[config.mk]
export PLATFORM = sky130hd
export DESIGN_NAME = alu_scheduler
export DESIGN_NICKNAME = d
export VERILOG_FILES = /design/src/rtl/alu_pkg.sv /design/src/rtl/alu_scheduler_rr_arbiter.sv /design/src/rtl/alu_scheduler.sv
export SDC_FILE = /design/constraint.sdc
export NUM_CORES = 1
export LEC_CHECK = 0
export CORE_ASPECT_RATIO = 0.8
export CORE_MARGIN = 4
export CORE_UTILIZATION = 34
export CTS_CLUSTER_DIAMETER = 80
export CTS_CLUSTER_SIZE = 14
export DETAILED_ROUTE_END_ITERATION = 8
export GPL_ROUTABILITY_DRIVEN = 0
export HOLD_SLACK_MARGIN = 0.15
export PLACE_DENSITY = 0.89
export SETUP_SLACK_MARGIN = 0.3
export SYNTH_ARGS = -nofsm -noshare
export SYNTH_HDL_FRONTEND = slang
export SYNTH_SLANG_ARGS = --single-unit
[constraint.sdc]
create_clock -name clk -period 5.38 [get_ports clk]
set_clock_uncertainty 0.2 [all_clocks]
set_input_delay 0.538 -clock clk [delete_from_list [all_inputs] [get_ports clk]]
set_output_delay 0.538 -clock clk [all_outputs]
set_load 0.02 [all_outputs]
[src/rtl/alu_pkg.sv]
// Shared ALU opcode definitions and legality check.
package alu_pkg;

  localparam logic [3:0] OP_ADD = 4'b0000;
  localparam logic [3:0] OP_SUB = 4'b0001;
  localparam logic [3:0] OP_AND = 4'b0010;
  localparam logic [3:0] OP_OR  = 4'b0011;
  localparam logic [3:0] OP_XOR = 4'b0100;

  // Legal opcodes occupy the contiguous range ADD..XOR
  function automatic logic op_legal(input logic [3:0] opcode);
    return (opcode <= OP_XOR);
  endfunction

endpackage

[src/rtl/alu_scheduler_rr_arbiter.sv]
// Combinational round-robin arbiter: the scan starts just above the last
// winner and wraps, so the previous winner has the lowest priority.
module rr_arbiter #(
  parameter int N = 2,
  localparam int IW = (N > 1) ? $clog2(N) : 1
) (
  input  logic [N-1:0]  req,
  input  logic [IW-1:0] last,
  output logic [N-1:0]  gnt
);

  logic [IW-1:0] idx;
  logic          found;

  // First requester found scanning upward from last+1 wins
  always_comb begin
    gnt   = '0;
    found = 1'b0;
    idx   = '0;
    for (int k = 1; k <= N; k++) begin
      idx = IW'((int'(last) + k) % N);
      if (!found && req[idx]) begin
        gnt[idx] = 1'b1;
        found    = 1'b1;
      end
    end
  end

endmodule

[src/rtl/alu_scheduler.sv]
// Shares one pipelined ALU between NREQ requesters. Issue is arbitrated
// round-robin; a tag pipeline matched to the ALU latency steers each
// result back to the requester that issued it.
module alu_scheduler
  import alu_pkg::*;
#(
  parameter int NREQ = 2,
  parameter int LAT  = 2,
  parameter int W    = 8
) (
  input  logic              clk,
  input  logic              rst,
  input  logic [NREQ-1:0]   req_valid,
  output logic [NREQ-1:0]   req_ready,
  input  logic [4*NREQ-1:0] req_opcode,
  input  logic [W*NREQ-1:0] req_a,
  input  logic [W*NREQ-1:0] req_b,
  output logic [NREQ-1:0]   resp_valid,
  output logic [W-1:0]      resp_data,
  output logic              resp_err,
  output logic [3:0]        alu_opcode,
  output logic [W-1:0]      alu_a,
  output logic [W-1:0]      alu_b,
  input  logic [W-1:0]      alu_result
);

  localparam int IW = (NREQ > 1) ? $clog2(NREQ) : 1;

  logic [IW-1:0]   last_grant;
  logic [NREQ-1:0] gnt;
  logic            accept;
  logic [IW-1:0]   win_idx;
  logic [3:0]      win_op;
  logic [W-1:0]    win_a;
  logic [W-1:0]    win_b;
  logic            win_legal;

  logic            tag_v   [LAT];
  logic [IW-1:0]   tag_idx [LAT];
  logic            tag_err [LAT];
  logic [NREQ-1:0] tag_onehot;

  rr_arbiter #(.N(NREQ)) u_arb (
    .req  (req_valid),
    .last (last_grant),
    .gnt  (gnt)
  );

  // No grant may be given while reset is held
  assign req_ready = rst ? gnt : '0;
  assign accept    = |req_ready;

  // Select the winning requester's index and operands
  always_comb begin
    win_idx = '0;
    win_op  = OP_ADD;
    win_a   = '0;
    win_b   = '0;
    for (int i = 0; i < NREQ; i++) begin
      if (req_ready[i]) begin
        win_idx = IW'(i);
        win_op  = req_opcode[4*i +: 4];
        win_a   = req_a[W*i +: W];
        win_b   = req_b[W*i +: W];
      end
    end
  end

  assign win_legal = op_legal(win_op);

  // Illegal or absent operations send a harmless ADD 0+0 to the ALU
  always_comb begin
    alu_opcode = OP_ADD;
    alu_a      = '0;
    alu_b      = '0;
    if (accept && win_legal) begin
      alu_opcode = win_op;
      alu_a      = win_a;
      alu_b      = win_b;
    end
  end

  // Round-robin pointer; reset value gives requester 0 first priority
  always_ff @(posedge clk or negedge rst) begin
    if (!rst) begin
      last_grant <= IW'(NREQ - 1);
    end else if (accept) begin
      last_grant <= win_idx;
    end
  end

  // Tag shift register runs in lockstep with the ALU pipeline
  always_ff @(posedge clk or negedge rst) begin
    if (!rst) begin
      for (int s = 0; s < LAT; s++) begin
        tag_v[s]   <= 1'b0;
        tag_idx[s] <= '0;
        tag_err[s] <= 1'b0;
      end
    end else begin
      tag_v[0]   <= accept;
      tag_idx[0] <= win_idx;
      tag_err[0] <= accept & ~win_legal;
      for (int s = 1; s < LAT; s++) begin
        tag_v[s]   <= tag_v[s-1];
        tag_idx[s] <= tag_idx[s-1];
        tag_err[s] <= tag_err[s-1];
      end
    end
  end

  assign tag_onehot = NREQ'(1) << tag_idx[LAT-1];

  // Register the result and steer its strobe to the tagged requester
  always_ff @(posedge clk or negedge rst) begin
    if (!rst) begin
      resp_valid <= '0;
      resp_data  <= '0;
      resp_err   <= 1'b0;
    end else if (tag_v[LAT-1]) begin
      resp_valid <= tag_onehot;
      resp_data  <= tag_err[LAT-1] ? '0 : alu_result;
      resp_err   <= tag_err[LAT-1];
    end else begin
      resp_valid <= '0;
      resp_data  <= '0;
      resp_err   <= 1'b0;
    end
  end

endmodule

* After elaboration in Yosys (flattened, before gate mapping)
Index checks and enable logic that the tools add are counted.
Word-level totals: output and inout bits 33, logic and storage cells 53, input port bits 52, register bits after elaboration 18
Cells by class: order comparisons 5, reduce and logical (&&, ||, !) cells 6, add/subtract/negate cells 2, shifts and indexed selects 1, mux-type cells 26, bitwise gates (word level) 3
Operator list (count):
- 2-to-1 mux 8 bit | 8
- 2-to-1 mux 4 bit | 3
- 2-to-1 mux 1 bit | 9
- 2-to-1 mux 2 bit | 4
- less-or-equal comparator 4 x 3 -> 1 bit (second input constant) | 1
- logical AND 1 bit | 4
- less-than comparator 1 x 2 -> 1 bit (second input constant) | 2
- adder 1 bit (second input constant) | 2
- demux 1 bit (select 1 bit) | 2
- >= comparator 1 bit (second input constant) | 2
- bitwise OR 2 bit | 1
- OR reduction 2 bit | 1
- << shifter 1 x 1 -> 2 bit (first input constant) | 1
- bitwise AND 1 bit | 1
- zero test 1 bit | 1
- NOT 1 bit | 1

* Logic depth before layout (Yosys ltp)
depth in word-level cells 14, depth in mapped cells 6, gate-level depth less buffers 4

* Cells and area by module
A second synthesis with hierarchy kept.
Unflattened totals: cells, all modules 121, area total of the unflattened synthesis 1163.6 um2
Modules (own cells, without submodules):
- alu_scheduler | seq. area each 451.7 um2, instances 1, area each 1144.8 um2, cells each 118
- rr_arbiter | seq. area each 0.0 um2, instances 1, area each 18.8 um2, cells each 3

* Worst setup path after synthesis
No wires, ideal clock.
path kind input-to-output, start point input port req_opcode[0], end point output port alu_a[0], stages 5, required time 4642 ps, slack 3019 ps, path buffers 1, arrival 1623 ps, path through or2_2 -> a32oi_2 -> o211ai_4 -> buf_6 -> nor2_2
On the way: cells in the longest elaborated chain, start to end 5
RTL lines:
- from (decl) | line alu_scheduler.sv:15 | input logic [4*NREQ-1:0] req_opcode,
- 2-to-1 mux 4 bit (2 in a row) | line alu_scheduler.sv:60 | if (req_ready[i]) begin
- less-or-equal comparator 4 x 3 -> 1 bit | line alu_pkg.sv:12 | return (opcode <= OP_XOR);
- logical AND 1 bit | line alu_scheduler.sv:76 | if (accept && win_legal) begin
- 2-to-1 mux 8 bit | line alu_scheduler.sv:76
- to (decl) | line alu_scheduler.sv:22 | output logic [W-1:0] alu_a,
Every way passes these cells.

* Worst setup path in the final report
start point input port req_valid[0], end point output port alu_b[2]
On the way: cells in the longest elaborated chain, start to end 12, elaborated cells between the ends (all ways) 19, those cells by class order compare (1); mux (13); bitwise (1); reduce/logical (4)
RTL lines:
- from (decl) | line alu_scheduler.sv:13 | input logic [NREQ-1:0] req_valid,
- 2-to-1 mux 1 bit (implied by the code) (2 in a row) | line alu_scheduler_rr_arbiter.sv:22 | if (!found && req[idx]) begin
- 2-to-1 mux 1 bit | line alu_scheduler_rr_arbiter.sv:22
- zero test 1 bit | line alu_scheduler_rr_arbiter.sv:22
- logical AND 1 bit | line alu_scheduler_rr_arbiter.sv:22
- 2-to-1 mux 2 bit * | line alu_scheduler_rr_arbiter.sv:22
- 2-to-1 mux 2 bit * | line alu_scheduler.sv:50 | assign req_ready = rst ? gnt : '0;
- 2-to-1 mux 4 bit (2 in a row) | line alu_scheduler.sv:60
- less-or-equal comparator 4 x 3 -> 1 bit | line alu_pkg.sv:12
- logical AND 1 bit | line alu_scheduler.sv:76
- 2-to-1 mux 8 bit * | line alu_scheduler.sv:76
- to (decl) | line alu_scheduler.sv:23 | output logic [W-1:0] alu_b,
Mark *: on every way between the ends. The rest lies on a longest branch, timed or not. The select of a mux whose other input is x is not followed.

==> flow_summary.ini <==
[grt]
grt_pass1_vias = 1021
grt_start_max_net_pins = 26
antenna_found_initial = 0
track_usage = 0.157
grt_pass1_wl_um = 4550
grt_overflow = 0

[sta]
relSlewSlack = 0.350
slew_violations = 0
min_period_ps = 4100
setup_viol = 0
tightestPinTransition_ps = 969
whs_ps = 156
setup-tns-final_ps = 0
finalCritPeriodShare = 0.762
hold_violations = 0
fin_ws_ps = 1280
rsz0062_at_grt = false
fmax_ghz = 0.244

[critical_path]
path_delay_family = compound AO/OA/AOI/OAI gates
cp_slowest_stage_delay_ps = 830
path_max_fanout = 23
critPathMostFrequentCell = clkdlybuf4s50_1
arrival_ps = 3360
required_ps = 4640
worst_setup_path_start_kind = primary input
crit_path_end_kind = primary output
path_cells = clkdlybuf4s50_1, a21boi_2, a32oi_2, o211ai_4, nor2_1, clkdlybuf4s50_1
cp_num_buf_inv = 2
critPathKind = in -> out
critPathSlowestCell = a21boi_2

[floorplanning]
dieWidth_um = 68.2
pin_count = 85
dieArea_um2 = 3830
core_um2 = 2770
dieHeight_um = 56.1
start_util = 0.356
rows = 17

[synth]
syn_nets = 150
synthCells = 98
synthFlopType = dfrtp_1
synth_edf_count = 0
synth_seq_area_share = 0.459
ys_types = 25
synth_top_area_frac = 0.432
async_reset_ff_frac = 1.00
netlist_area_um2 = 985
yosysWarnings = 0
synth_seq_cells = 18
synth.avg_cell_area_um2 = 10.0
yosys-top-cells-area = dfrtp_1 (43%), a22oi_1 (14%), and2_1 (7.6%)
synth_area_leader_cell = dfrtp_1

[cells_and_area]
final_util = 0.672
area_growth_pct = 88.8
nets = 232
layout_commonest_cell = clkdlybuf4s50_1
antenna_cells = 0
fill_cells = 219
regArea_um2 = 452
drive_gt1_frac = 0.123
multiInputGateArea_um2 = 474
layout_common_cells = clkdlybuf4s50_1 (83), a22oi_1 (19), dfrtp_1 (17)

[detailed_routing]
drc = 0
dr.pass1.iters = 4
routed_wl_um = 2930
vias = 1012
drt-wirelength-per-cell_um = 13.5
drt_iter0_drc = 33
vias_per_cell = 4.66
postRouteAntennaNets = 0

[clock_tree]
cts_tree = done
clk_latency_ps = 280
cts.repair.resized = 0
hold_buffers = 0
clk_pin_slew_ps = 100
root_buffer = clkbuf_4
postCtsSetupBuffers = 0
cts_htree_levels = 1
cts_max_path_buffers = 2
clock-sinks = 18
cts-buffers-inserted = 3

[power_and_ir_drop]
powerDensity_nw_per_um2 = 194
vdd_drop_max_mv = 0.0696
p_leak_nw = 0.741

[hold_path]
hold_class = reg -> reg

[run_status]
status = completed

[place]
io_buffers = 83
pre_cts_slack_ps = 1310
hpwl_um = 2410

[flow_run]
cap_violations = 0
## per-layer routing
layer,GRT usage,vias up,wire [µm]
met5,0,-,0
met4,0.0623,0,74
met3,0.0525,8,333
met2,0.258,61,1370
met1,0.185,437,1150
li1,-,506,-
## cell type report
| type | count | area share |
|---|---|---|
| Timing Repair Buffer | 84 | 0.451 |
| Multi-Input combinational cell | 70 | 0.255 |
| Sequential cell | 18 | 0.243 |
| Tap cell | 38 | 0.0256 |
| Clock buffer | 4 | 0.0195 |
| Inverter | 3 | 0.00606 |
## worst paths after layout
kind / start / endpoint / slack [ps] / depth (start not counted)
max in group asynchronous: rst / last_grant / 4300 / 2
max reg2reg: last_grant / tag_err[1] / 3380 / 4
min: tag_v[1] / tag_v[0] / 160 / 0
min in group asynchronous: rst / resp_valid[1] / 410 / 2
max: req_valid[0] / alu_b[2] / 1280 / 6
min reg2reg: tag_v[1] / tag_v[0] / 160 / 0
## where the power goes
part	total [mW]	internal, mW	switching (mW)
logic	0.133	0.0720	0.0606
registers	0.150	0.146	0.00428
clock network	0.0780	0.0412	0.0368
total	0.361	0.259	0.102
## synthesized netlist by cell type (2+ instances only)
cell type / count
nor2_1: 9
and3_1: 2
nor3_1: 3
nor2_2: 10
dfrtp_1: 17
buf_4: 3
nor2b_1: 2
or2_2: 2
a22oi_1: 19
and2_1: 12
buf_2: 2
inv_1: 3
a32oi_2: 2
## registers in the layout (all words and copies together) (netlist names)
register	count
tag_idx	2
resp_data	8
last_grant	1
resp_err	1
tag_err	2
resp_valid	2
tag_v	2
## logic make-up after synthesis
| kind of cell | count (synthesis) | share of synthesized area |
|---|---|---|
| AO/OA/AOI/OAI | 27 | 0.240 |
| buffers and inverters | 10 | 0.0597 |
| other | 1 | 0.00381 |
| AND/OR/NAND/NOR | 42 | 0.238 |
| flip-flops | 18 | 0.459 |
## metrics by stage
step	cell area [µm²]	power [mW]	std cells
2_1_floorplan	985	0.217	98
4_1_cts	1860	0.366	217
3_3_place_gp	1820	0.283	213
6_report	1860	0.361	217
3_5_place_dp	1820	0.286	213
5_1_grt	1860	0.384	217
Note: power is estimated with default switching activity, not from simulation.
==> patch, RTL diff (config.mk and constraints unchanged) <==
Reset style: synchronous (`rst`), changed in 3 clocked blocks.
--- a/src/rtl/alu_scheduler.sv
+++ b/src/rtl/alu_scheduler.sv
@@ -81,7 +81,7 @@
   end
 
   // Round-robin pointer; reset value gives requester 0 first priority
-  always_ff @(posedge clk or negedge rst) begin
+  always_ff @(posedge clk) begin
     if (!rst) begin
       last_grant <= IW'(NREQ - 1);
     end else if (accept) begin
@@ -90,7 +90,7 @@
   end
 
   // Tag shift register runs in lockstep with the ALU pipeline
-  always_ff @(posedge clk or negedge rst) begin
+  always_ff @(posedge clk) begin
     if (!rst) begin
       for (int s = 0; s < LAT; s++) begin
         tag_v[s]   <= 1'b0;
@@ -112,7 +112,7 @@
   assign tag_onehot = NREQ'(1) << tag_idx[LAT-1];
 
   // Register the result and steer its strobe to the tagged requester
-  always_ff @(posedge clk or negedge rst) begin
+  always_ff @(posedge clk) begin
     if (!rst) begin
       resp_valid <= '0;
       resp_data  <= '0;
Check against the original RTL: differs if rst is asserted again (counterexample within 4 cycles, from zero or initial values and one cycle with rst low); with rst held inactive, the same outputs for 10 cycles.
==> patch against the original RTL <==
Register-to-register slack improved by 0.15 ns; cell area fell by 6.8%; sequential cell count did not move; combinational power fell by 26%; sequential power fell by 7%; synthesized area fell by 9.8%; setup slack improved by 0.20 ns; sequential share of layout area fell by 3.5 points; power fell by 17%; largest cell class unchanged; non-clock buffer count fell by 1; cell count rose by 0.92%; die area fell by 8.5%; routed wire length rose by 0.20%; highest routed layer unchanged.
==> patch: results (changes against the original RTL) <==
[status]
outcome=finished, final reports clean

[routing]
first_iter_violations=29  ; -12%
routed_wl_mm=2.94  ; +0.20%
via_count=1045  ; +3.3%

[cts]
h-tree-depth=1  ; unchanged
cts_resized=0  ; unchanged
cts-root-buf=clkbuf_4
cts_made_buffers=3  ; unchanged
cts_hold_buf=0  ; unchanged
clock_path_buffers=2  ; unchanged

[layout]
nets=237  ; +2.2%
largest_reg_flops=8  ; unchanged
largest_register=resp_data
diodes=0  ; unchanged
layout-drive-gt1-share_pct=3.83  ; -8.5 points

[grt]
grt_start_max_net_pins=26  ; unchanged
grt_first_pass_wirelength_mm=4.32  ; -5.0%
track_usage_pct=16.0  ; +0.30 points

[power_and_ir_drop]
ir_drop_uv=68.7  ; -1.3%
leakage_nw=0.671  ; -9.4%

[sta]
slew_headroom_pct=54.4  ; +19 points

[setup_path]
cp_max_fo=25  ; +8.7%
rr_startpoint=last_grant
worst_path_max_delay_cell=a21boi_4
arrival_ns=3.16  ; -0.20 ns
worst_path_largest_cell_delay_ns=0.59  ; -0.24 ns

[place]
detailed_place_hpwl_mm=2.41  ; about the same
io_buffers=83  ; unchanged
pre_cts_ws_ns=1.49  ; +0.178 ns

[yosys]
synth-seq-area-share_pct=40.6  ; -5.3 points
synthFlopType=dfxtp_1
synthTopCellsByCount=21 x nor2_1, 19 x a22oi_1, 18 x dfxtp_1, 14 x and2_1
async_flop_share_pct=0  ; -100 points
syn_nets=158  ; +5.3%
netlist_top_cells_area=dfxtp_1 41%, a22oi_1 16%, and2_1 9.9%
synthDistinctLibCells=22  ; -12%

[min_path]
hold_path.class=flop to flop
holdCritStartpoint=tag_idx[0][1]

-- patch: critical path: cells and delay by family --
family / cells / cell delay (ns)
AO/OA/AOI/OAI: 3 / 1.34
AND/OR/NAND/NOR: 1 / 0.13
buffers and inverters: 2 / 1.15
-- patch: area by class of cell --
class | count | area [sq um]
multi-input combinational | 76 | 463
tap | 36 | 45.0
timing repair buffer | 83 | 831
fill | 207 | 729
inverter | 3 | 11.3
sequential | 18 | 360
clock buffer | 3 | 22.5
-- patch: where the power goes --
part           switching, mW  internal (mW)  total, mW
sequential           0.00215          0.138      0.140
clock                 0.0354         0.0259     0.0614
combinational         0.0401         0.0584     0.0986
-- patch: cell families after synthesis --
group | count (synthesis) | synth area share, %
other | 1 | 0.422
and+or+nand+nor | 48 | 26.5
AOI/OAI and AO/OA | 27 | 25.2
DFF | 18 | 40.6
buffers and inverters | 12 | 7.32
-- patch: per-stage QoR --
step | instance area (sq um) | util [%] | instances
final | 1730 | 70.4 | 219
after global routing | 1730 | 70.4 | 219
after CTS | 1730 | 70.4 | 219
after detailed placement | 1710 | 69.5 | 216
after global placement | 1710 | 69.5 | 216
after floorplan | 888 | - | 106
-- patch: routing by layer --
metal	GRT usage, %	up-vias	part of all wire (%)
met3	6.47	2	11
li1	-	523	-
met2	30.6	53	51
met5	0	-	0
met1	16.6	467	38
met4	4.14	0	0.27
-- patch: final timing paths --
path / endpoint / slack, ns / cells after the start
hold / removal: resp_valid[0] / 0.22 / 1
hold reg to reg: resp_valid[0] / 0.22 / 1
setup / recovery: alu_b[0] / 1.48 / 6
setup reg to reg: tag_err[0][0] / 3.53 / 4
